### src/rtl/neuron_tile_sequencer.sv
// Sequences one dot product: clear, issue Num_Tiles tiles, drain the neuron pipeline, hand off the sum.
// Optional NEURON_SEQ_RELU_EN clamps negative sums to zero at the capture edge.
module neuron_tile_sequencer #(
  parameter int TILE_CNT_W = 8,
  parameter int PIPE_DEPTH = 6,
  parameter int DATA_W     = 26
) (
  input  logic                  Clk,
  input  logic                  GlobalReset_n,
  input  logic                  Start_Valid,
  output logic                  Start_Ready,
  input  logic [TILE_CNT_W-1:0] Num_Tiles,
  output logic                  Busy,
  output logic [TILE_CNT_W-1:0] Tile_Idx,
  output logic                  Tile_Gate,
  output logic                  Neuron_Reset,
  input  logic [DATA_W-1:0]     Neuron_Out,
  output logic [DATA_W-1:0]     Res_Data,
  output logic                  Res_Valid,
  input  logic                  Res_Ready
);

  localparam int DRAIN_W = (PIPE_DEPTH > 1) ? $clog2(PIPE_DEPTH) : 1;
  localparam logic [DRAIN_W-1:0] DRAIN_LOAD = DRAIN_W'(PIPE_DEPTH - 1);

  typedef enum logic [2:0] {
    S_IDLE  = 3'd0,
    S_CLEAR = 3'd1,
    S_ISSUE = 3'd2,
    S_DRAIN = 3'd3,
    S_DONE  = 3'd4
  } state_t;

  state_t                state_q, state_d;
  logic [TILE_CNT_W-1:0] tile_cnt_q, tile_cnt_d;
  logic [DRAIN_W-1:0]    drain_cnt_q, drain_cnt_d;
  logic                  start_ready_d, busy_d, tile_gate_d, neuron_reset_d, res_valid_d;
  logic [TILE_CNT_W-1:0] tile_idx_d;
  logic [DATA_W-1:0]     res_data_d;
  logic                  accept;
  logic [TILE_CNT_W-1:0] last_idx;

  function automatic logic [DATA_W-1:0] capture_result(input logic signed [DATA_W-1:0] sum);
`ifdef NEURON_SEQ_RELU_EN
    capture_result = (sum < 0) ? '0 : sum;
`else
    capture_result = sum;
`endif
  endfunction

  assign accept   = Start_Valid & Start_Ready;
  assign last_idx = tile_cnt_q - TILE_CNT_W'(1);

  // State and registered outputs
  always_ff @(posedge Clk or negedge GlobalReset_n) begin
    if (!GlobalReset_n) begin
      state_q      <= S_IDLE;
      tile_cnt_q   <= '0;
      drain_cnt_q  <= '0;
      Start_Ready  <= 1'b0;
      Busy         <= 1'b0;
      Tile_Idx     <= '0;
      Tile_Gate    <= 1'b0;
      Neuron_Reset <= 1'b1;
      Res_Data     <= '0;
      Res_Valid    <= 1'b0;
    end else begin
      state_q      <= state_d;
      tile_cnt_q   <= tile_cnt_d;
      drain_cnt_q  <= drain_cnt_d;
      Start_Ready  <= start_ready_d;
      Busy         <= busy_d;
      Tile_Idx     <= tile_idx_d;
      Tile_Gate    <= tile_gate_d;
      Neuron_Reset <= neuron_reset_d;
      Res_Data     <= res_data_d;
      Res_Valid    <= res_valid_d;
    end
  end

  // Next state
  always_comb begin
    state_d = state_q;
    case (state_q)
      S_IDLE:  if (accept) state_d = (Num_Tiles == '0) ? S_DONE : S_CLEAR;
      S_CLEAR: state_d = S_ISSUE;
      S_ISSUE: if (Tile_Idx == last_idx) state_d = S_DRAIN;
      S_DRAIN: if (drain_cnt_q == '0) state_d = S_DONE;
      S_DONE:  if (Res_Ready) state_d = S_IDLE;
      default: state_d = S_IDLE;
    endcase
  end

  // Outputs are decoded from the upcoming state so they line up with it after the edge
  always_comb begin
    start_ready_d  = (state_d == S_IDLE);
    busy_d         = (state_d != S_IDLE);
    tile_gate_d    = (state_d == S_ISSUE);
    neuron_reset_d = (state_d == S_CLEAR);
    res_valid_d    = (state_d == S_DONE);
    tile_idx_d     = '0;
    tile_cnt_d     = tile_cnt_q;
    drain_cnt_d    = drain_cnt_q;
    res_data_d     = Res_Data;

    if (state_q == S_ISSUE && state_d == S_ISSUE)
      tile_idx_d = Tile_Idx + TILE_CNT_W'(1);

    if (state_q == S_IDLE && accept) begin
      tile_cnt_d = Num_Tiles;
      if (Num_Tiles == '0)
        res_data_d = '0;
    end

    if (state_q == S_ISSUE && state_d == S_DRAIN)
      drain_cnt_d = DRAIN_LOAD;
    else if (state_q == S_DRAIN && drain_cnt_q != '0)
      drain_cnt_d = drain_cnt_q - DRAIN_W'(1);

    if (state_q == S_DRAIN && drain_cnt_q == '0)
      res_data_d = capture_result(Neuron_Out);
  end

endmodule

### config.mk
export PLATFORM = sky130hd
export DESIGN_NAME = neuron_tile_sequencer
export DESIGN_NICKNAME = d
export VERILOG_FILES = /design/src/rtl/neuron_tile_sequencer.sv
export SDC_FILE = /design/constraint.sdc
export NUM_CORES = 1
export LEC_CHECK = 0
export CORE_AREA = 2 2 92 94
export CTS_CLUSTER_DIAMETER = 150
export DETAILED_ROUTE_END_ITERATION = 8
export DIE_AREA = 0 0 94 96
export REMOVE_ABC_BUFFERS = 1
export SETUP_SLACK_MARGIN = 0.2
export SYNTH_ARGS = -nofsm -noshare
export SYNTH_HDL_FRONTEND = slang
export SYNTH_SLANG_ARGS = --single-unit
### constraint.sdc
create_clock -name Clk -period 2.05 [get_ports Clk]
set_input_delay 0.41 -clock Clk [delete_from_list [all_inputs] [get_ports Clk]]
set_output_delay 0.41 -clock Clk [all_outputs]
set_load 0.005 [all_outputs]
==> results of run 1 <==
-- metal layers --
| metal | global-route usage [%] | vias to the layer above |
|---|---|---|
| li1 | - | 887 |
| met1 | 17.78 | 870 |
| met2 | 19.29 | 70 |
| met3 | 5.873 | 5 |
| met4 | 3.865 | 0 |
| met5 | 0 | - |
-- what timing repair did --
action                                  4_1_cts  5_1_grt
setup buffers                                 2        2
pin swaps                                     2        4
hold buffers                                  0        0
endpoints found under the setup margin       41       42
resized for setup                             2       17
-- Yosys cell counts, types with 2 or more instances --
cell type | count | area (um2)
nor2b_1 | 2 | 12.51
a21oi_1 | 4 | 20.02
nand2_1 | 14 | 52.55
clkbuf_1 | 2 | 7.510
nand4_1 | 3 | 18.77
a211oi_2 | 2 | 25.02
buf_2 | 3 | 15.01
nor2_1 | 15 | 56.30
dfrtp_1 | 52 | 1301
nor3b_1 | 3 | 22.52
nand2b_1 | 8 | 50.05
inv_1 | 5 | 18.77
o21ai_0 | 4 | 20.02
nand3_1 | 3 | 15.01
xor2_1 | 8 | 70.07
a22o_1 | 26 | 227.7
xnor2_1 | 8 | 70.07
mux2_2 | 6 | 67.56
ha_1 | 4 | 50.05
nor3_1 | 6 | 30.03
nor4_1 | 2 | 12.51
-- kinds of logic (layout without fill, tap and decap cells) --
kind of cell             Yosys count  count (layout)
AND/OR/NAND/NOR                   66              66
flip-flops                        53              53
AO/OA/AOI/OAI                     41              41
XOR/XNOR                          16              16
buffers and inverters             13             105
multiplexers                       6               6
adder cells (fa/ha/maj)            4               4
-- cell type report --
type                            instances  area, um2
Clock buffer                            6      72.57
Clock inverter                          2      38.79
Fill cell                             765       4507
Inverter                                5      18.77
Multi-Input combinational cell        133       1046
Sequential cell                        53       1331
Tap cell                              105      131.4
Timing Repair Buffer                   92      905.9
-- registers in the layout, indices dropped and copies added, names as in the netlist --
| name | flops |
|---|---|
| Res_Valid | 1 |
| Res_Data | 26 |
| Start_Ready | 1 |
| Neuron_Reset | 1 |
| Busy | 1 |
| drain_cnt_q | 3 |
| Tile_Gate | 1 |
| tile_cnt_q | 8 |
| state_q | 3 |
| Tile_Idx | 8 |
-- worst paths after layout --
path                            endpoint  slack [ns]  cells after the start
min in group Clk           tile_cnt_q[0]        0.44                      3
setup / recovery                    Busy        0.24                      5
hold / removal               Res_Data[1]        0.07                      2
setup reg to reg                    Busy        0.26                      7
hold reg to reg              Res_Data[4]        0.51                      1
max in group asynchronous   Neuron_Reset        1.67                      2
-- report_power, final --
part	leakage, nW	total [mW]	internal, mW	switching [mW]
Combinational	0.848	1.93	1.19	0.741
Sequential	0.663	1.82	1.46	0.364
Clock	0.0554	0.715	0.367	0.348
Total	1.57	4.47	3.02	1.45
-- worst reg2reg max path, stage by stage (launching register included) --
cell      delay [ns]
dfrtp_1         0.40
inv_1           0.09
ha_1            0.15
nand2b_1        0.11
nor3b_1         0.16
buf_4           0.16
or2_1           0.24
or3_1           0.36
==> reports/results.ini, run 1 <==
[status]
outcome = finished clean

[floorplan]
die_w_um = 94
initial_core_util_pct = 29.34
core.rowCount = 33
coreArea_um2 = 8051
ios = 77
die_area_um2 = 9024
die_y_um = 96

[critical_path]
worst_setup_path_start_kind = primary input
r2r_start = drain_cnt_q[0]
end_kind = register
slowest_stage = clkdlybuf4s50_1
cpPeakStageDelay_ns = 0.43
path_max_fanout = 4
cp_data_arrival_time_ns = 2.00
worstPathBufferInverterCount = 1
required_ns = 2.24
worstSetupStartpoint = Num_Tiles[6]
path_delay_family = simple AND/OR/NAND/NOR gates
critPathKind = in2reg
crit_chain = clkdlybuf4s50_1 > nor4_2 > a21boi_0 > or2_1 > or3_1

[clocking]
root_buffer = clkbuf_8
clock-sinks = 53
clk_pin_slew_ns = 0.10
cts-buffers-inserted = 5
clock_latency_ns = 0.31
cts_max_path_buffers = 2
cts_tree = done
cts.htree.levels = 2

[synth]
synth_xor_area_share_pct = 5.932
async_reset_ff_share_pct = 100.0
synth-compound-area-share_pct = 14.25
synth_cell_types = 40
synth-simple-area-share_pct = 15.94
postSynthCellCount = 199
avgSynthCellArea_um2 = 11.87
synth_mux_area_share_pct = 2.860
yosys.area_share.adder_pct = 2.119
ys_warn_count = 0
synth_top_family_by_area = simple AND/OR/NAND/NOR gates
ys_seq_area_share_pct = 56.20
synth_ff_type = dfrtp_1
synth-edff-count = 0
synth_area_um2 = 2362
synth_seq_cells = 53

[finish]
layout_commonest_cell = clkdlybuf4s50_1
area_delta_synth_final_pct = 50.05
diodes = 0
fin_util_pct = 44.02
final_cell_area_um2 = 3545
final_cells = 396
drive_gt1_share_pct = 18.21
final_cell_mix = clkdlybuf4s50_1 (73), dfrtp_1 (49), a22o_1 (26)
fin_nets = 332

[drt]
wl_met2_um = 2468
top_layer_used = met4
drc = 0
ant_nets = 0
wirelength_met1_um = 2589
wl_per_cell_um = 14.30
vias_per_cell = 4.626
met3_length_um = 538
drt_iter0_drc = 25
drt_pass1_iterations = 6
drt-total-wl_um = 5662
dr_total_vias = 1832

[global_route]
antenna_found_initial = 0
grt_first_pass_wirelength_um = 9197
grt_usage_pct = 13.22
gr-total-overflow = 0
grt_pass1_vias = 1876
grt_max_degree = 54

[sta]
relSlewSlack_pct = 76.38
clock_skew_ns = 0.01022
hold_slack_ns = 0.07069
final-setup-viol-count = 0
slew_violations = 0
setup_ws_ns = 0.2393
max_freq_mhz = 552.3
hold_viol = 0
period_share_pct = 88.33
fin_setup_tns_ns = 0
rsz0062_at_grt = yes
period_minus_slack_ns = 1.811
tightestPinTransition_ns = 0.3516

[place]
dp_hpwl_um = 3941
finalWeightedCongestion = 0.8402
placed_area_um2 = 3322
placedCellCount = 384
io_buffers = 76
place_ws_ns = -0.2208

[hold_path]
hp-class = in2async

[pwr]
power_mw = 4.469
powerDensity_nw_per_um2 = 1261
power.leakage_nw = 1.566
ir_worst_vdd_uv = 532.2

[job]
cap_violations = 0

Power figures use the tool's default switching activity.
==> run 2: changes to the inputs <==
- CORE_AREA: 2 2 92 94 -> 2 2 62 93
- DIE_AREA: 0 0 94 96 -> 0 0 64 95
- PLACE_DENSITY: default -> 0.78
- SKIP_CTS_REPAIR_TIMING: default -> 1
==> reports/results.ini, run 2 (synthesized netlist as in run 1, its figures left out) <==
[pwr]
p_sw_share_pct = 33.26  ; +0.76 points
switching_power_mw = 1.441  ; -0.80%
p_int_mw = 2.892  ; -4.1%
power_frac_comb_pct = 44.3  ; +1.0 points
power.leakage_nw = 1.532  ; -2.2%
power_mw = 4.333  ; -3.1%
seq_power_share_pct = 42.3  ; +1.6 points
powerDensity_nw_per_um2 = 1253  ; -0.60%
ir_worst_vdd_uv = 756.0  ; +42%
pwr-share-clk_pct = 13.4  ; -2.6 points

[finish]
final_cells = 361  ; -8.8%
regMostFlops = Res_Data
area_delta_synth_final_pct = 46.35
drive_gt1_share_pct = 17.87  ; -0.34 points
fin_nets = 332  ; unchanged
final_cell_area_um2 = 3457  ; -2.5%
fin_util_pct = 64.90  ; +21 points
biggestRegsByFlops = Res_Data x26, Tile_Idx x8, tile_cnt_q x8
final_cell_mix = clkdlybuf4s50_1 (75), dfrtp_1 (49), a22o_1 (26), nand2_1 (14), nor2_1 (14)
largest_register_ffs = 26  ; unchanged
layout_commonest_cell = clkdlybuf4s50_1
fill_cells = 406  ; -47%
diodes = 0  ; unchanged

[job]
cap_violations = 0  ; unchanged

[global_route]
antenna_found_initial = 0  ; unchanged
grt_first_pass_wirelength_um = 8859  ; -3.7%
grt_usage_pct = 18.98  ; +5.8 points
grt_pass1_vias = 1855  ; -1.1%
grt_max_degree = 27  ; -50%
gr-total-overflow = 0  ; unchanged

[place]
placed_area_um2 = 3271  ; -1.5%
dp_hpwl_um = 4029  ; +2.2%
placedCellCount = 348  ; -9.4%
io_buffers = 76  ; unchanged
finalWeightedCongestion = 0.7558  ; -10%

[sta]
hold_viol = 0  ; unchanged
rsz0062_at_grt = yes
period_minus_slack_ns = 1.801  ; -0.009318 ns
clock_skew_ns = 0.01268  ; +0.002466 ns
final-setup-viol-count = 0  ; unchanged
max_freq_mhz = 555.1  ; +0.52%
period_share_pct = 87.87  ; -0.45 points
hold_slack_ns = 0.06208  ; -0.008603 ns
relSlewSlack_pct = 65.79  ; -11 points
tightestPinTransition_ns = 0.5132  ; +0.1615 ns
slew_violations = 0  ; unchanged

[hold_path]
hp-class = in2async

[status]
outcome = finished clean

[floorplan]
initial_core_util_pct = 44.35  ; +15 points
core.rowCount = 33  ; unchanged
die_y_um = 95  ; -1.0%
die_w_um = 64  ; -32%
coreArea_um2 = 5326  ; -34%
ios = 77  ; unchanged
die_area_um2 = 6080  ; -33%

[critical_path]
worst_setup_path_start_kind = primary input
path_delay_family = buffers and inverters
slowest_stage = clkdlybuf4s50_1
path_max_fanout = 26  ; +22
end_kind = register
cp_data_arrival_time_ns = 1.99  ; about the same
required_ns = 2.24  ; about the same
cpPeakStageDelay_ns = 0.44  ; about the same
critPathKind = in2reg
crit_chain = clkdlybuf4s50_1 > nor4_2 > buf_4 > nand4_1 > nor2b_2 > buf_12 > a22o_1
worstPathBufferInverterCount = 3  ; +2
rrSetupSlack_ns = 0.27  ; about the same

[drt]
drc = 0  ; unchanged
dr_total_vias = 1886  ; +2.9%
ant_nets = 0  ; unchanged
drt_iter0_drc = 57  ; +130%
drt_pass1_iterations = 4  ; -2
drt-total-wl_um = 5563  ; -1.7%
vias_per_cell = 5.224  ; +13%
wl_per_cell_um = 15.41  ; +7.8%

[clocking]
clock_latency_ns = 0.31  ; about the same
cts.htree.levels = 2  ; unchanged
clock-sinks = 53  ; unchanged
root_buffer = clkbuf_8
cts-buffers-inserted = 5  ; unchanged
clk_pin_slew_ns = 0.10  ; about the same
cts_max_path_buffers = 2  ; unchanged
cts_tree = done

==> run 2: cell types whose count changed in the layout (fill, tap and decap cells not counted), moves of 2 or more <==
| cell | before | now |
|---|---|---|
| dlymetal6s2s_1 | 2 | 0 |
| nor3_1 | 4 | 6 |
| clkdlybuf4s50_1 | 73 | 75 |
| buf_6 | 0 | 2 |
| buf_4 | 14 | 12 |
| nor3_2 | 2 | 0 |
==> run 2: final timing paths <==
path | from | cells after the start | endpoint
setup reg to reg | tile_cnt_q[3] | 6 | Tile_Idx[4]
hold / removal | GlobalReset_n | 1 | tile_cnt_q[7]
max in group asynchronous | GlobalReset_n | 2 | Res_Data[9]
hold reg to reg | Res_Data[22] | 1 | Res_Data[22]
min in group Clk | Res_Data[22] | 1 | Res_Data[22]
setup / recovery | Num_Tiles[2] | 7 | Res_Data[7]
==> run 2: metal layers <==
metal | vias up | share of wire [%] | track usage (%)
met4 | 0 | 1.3 | 5.978
li1 | 891 | - | -
met5 | - | 0 | 0
met2 | 65 | 53 | 33.59
met1 | 925 | 40 | 23.03
met3 | 5 | 5.9 | 3.814
==> run 2: power groups by stage <==
stage	clock network, mW	registers, mW	logic [mW]
finish	0.579	1.83	1.92
global placement	0	1.84	1.77
detailed placement	0	1.84	1.82
global route	0.638	1.88	2.12
floorplan	0	1.78	0.895
CTS	0.603	1.83	1.83
==> run 2: final cells by class <==
class | instances | area, um2 | area share, %
Clock buffer | 5 | 68.82 | 1.991
Clock inverter | 3 | 22.52 | 0.6515
Inverter | 5 | 18.77 | 0.5429
Multi-Input combinational cell | 133 | 1020 | 29.50
Sequential cell | 53 | 1331 | 38.51
Tap cell | 70 | 87.58 | 2.533
Timing Repair Buffer | 92 | 908.4 | 26.28
==> run 2: worst register-to-register path, delay by kind of cell, from the launching register on <==
kind                   cells  cell delay, ns
and+or+nand+nor            3            0.61
AOI/OAI and AO/OA          2            0.35
buffers and inverters      1            0.22
DFF                        1            0.49
==> run 2: per-stage QoR <==
step                setup slack (ns)  setup TNS (ns)
floorplan                    -0.4490          -3.006
global placement            -0.08366        -0.09247
detailed placement           -0.1336         -0.1685
CTS                           0.1704               0
global route                  0.1544               0
finish                        0.2486               0
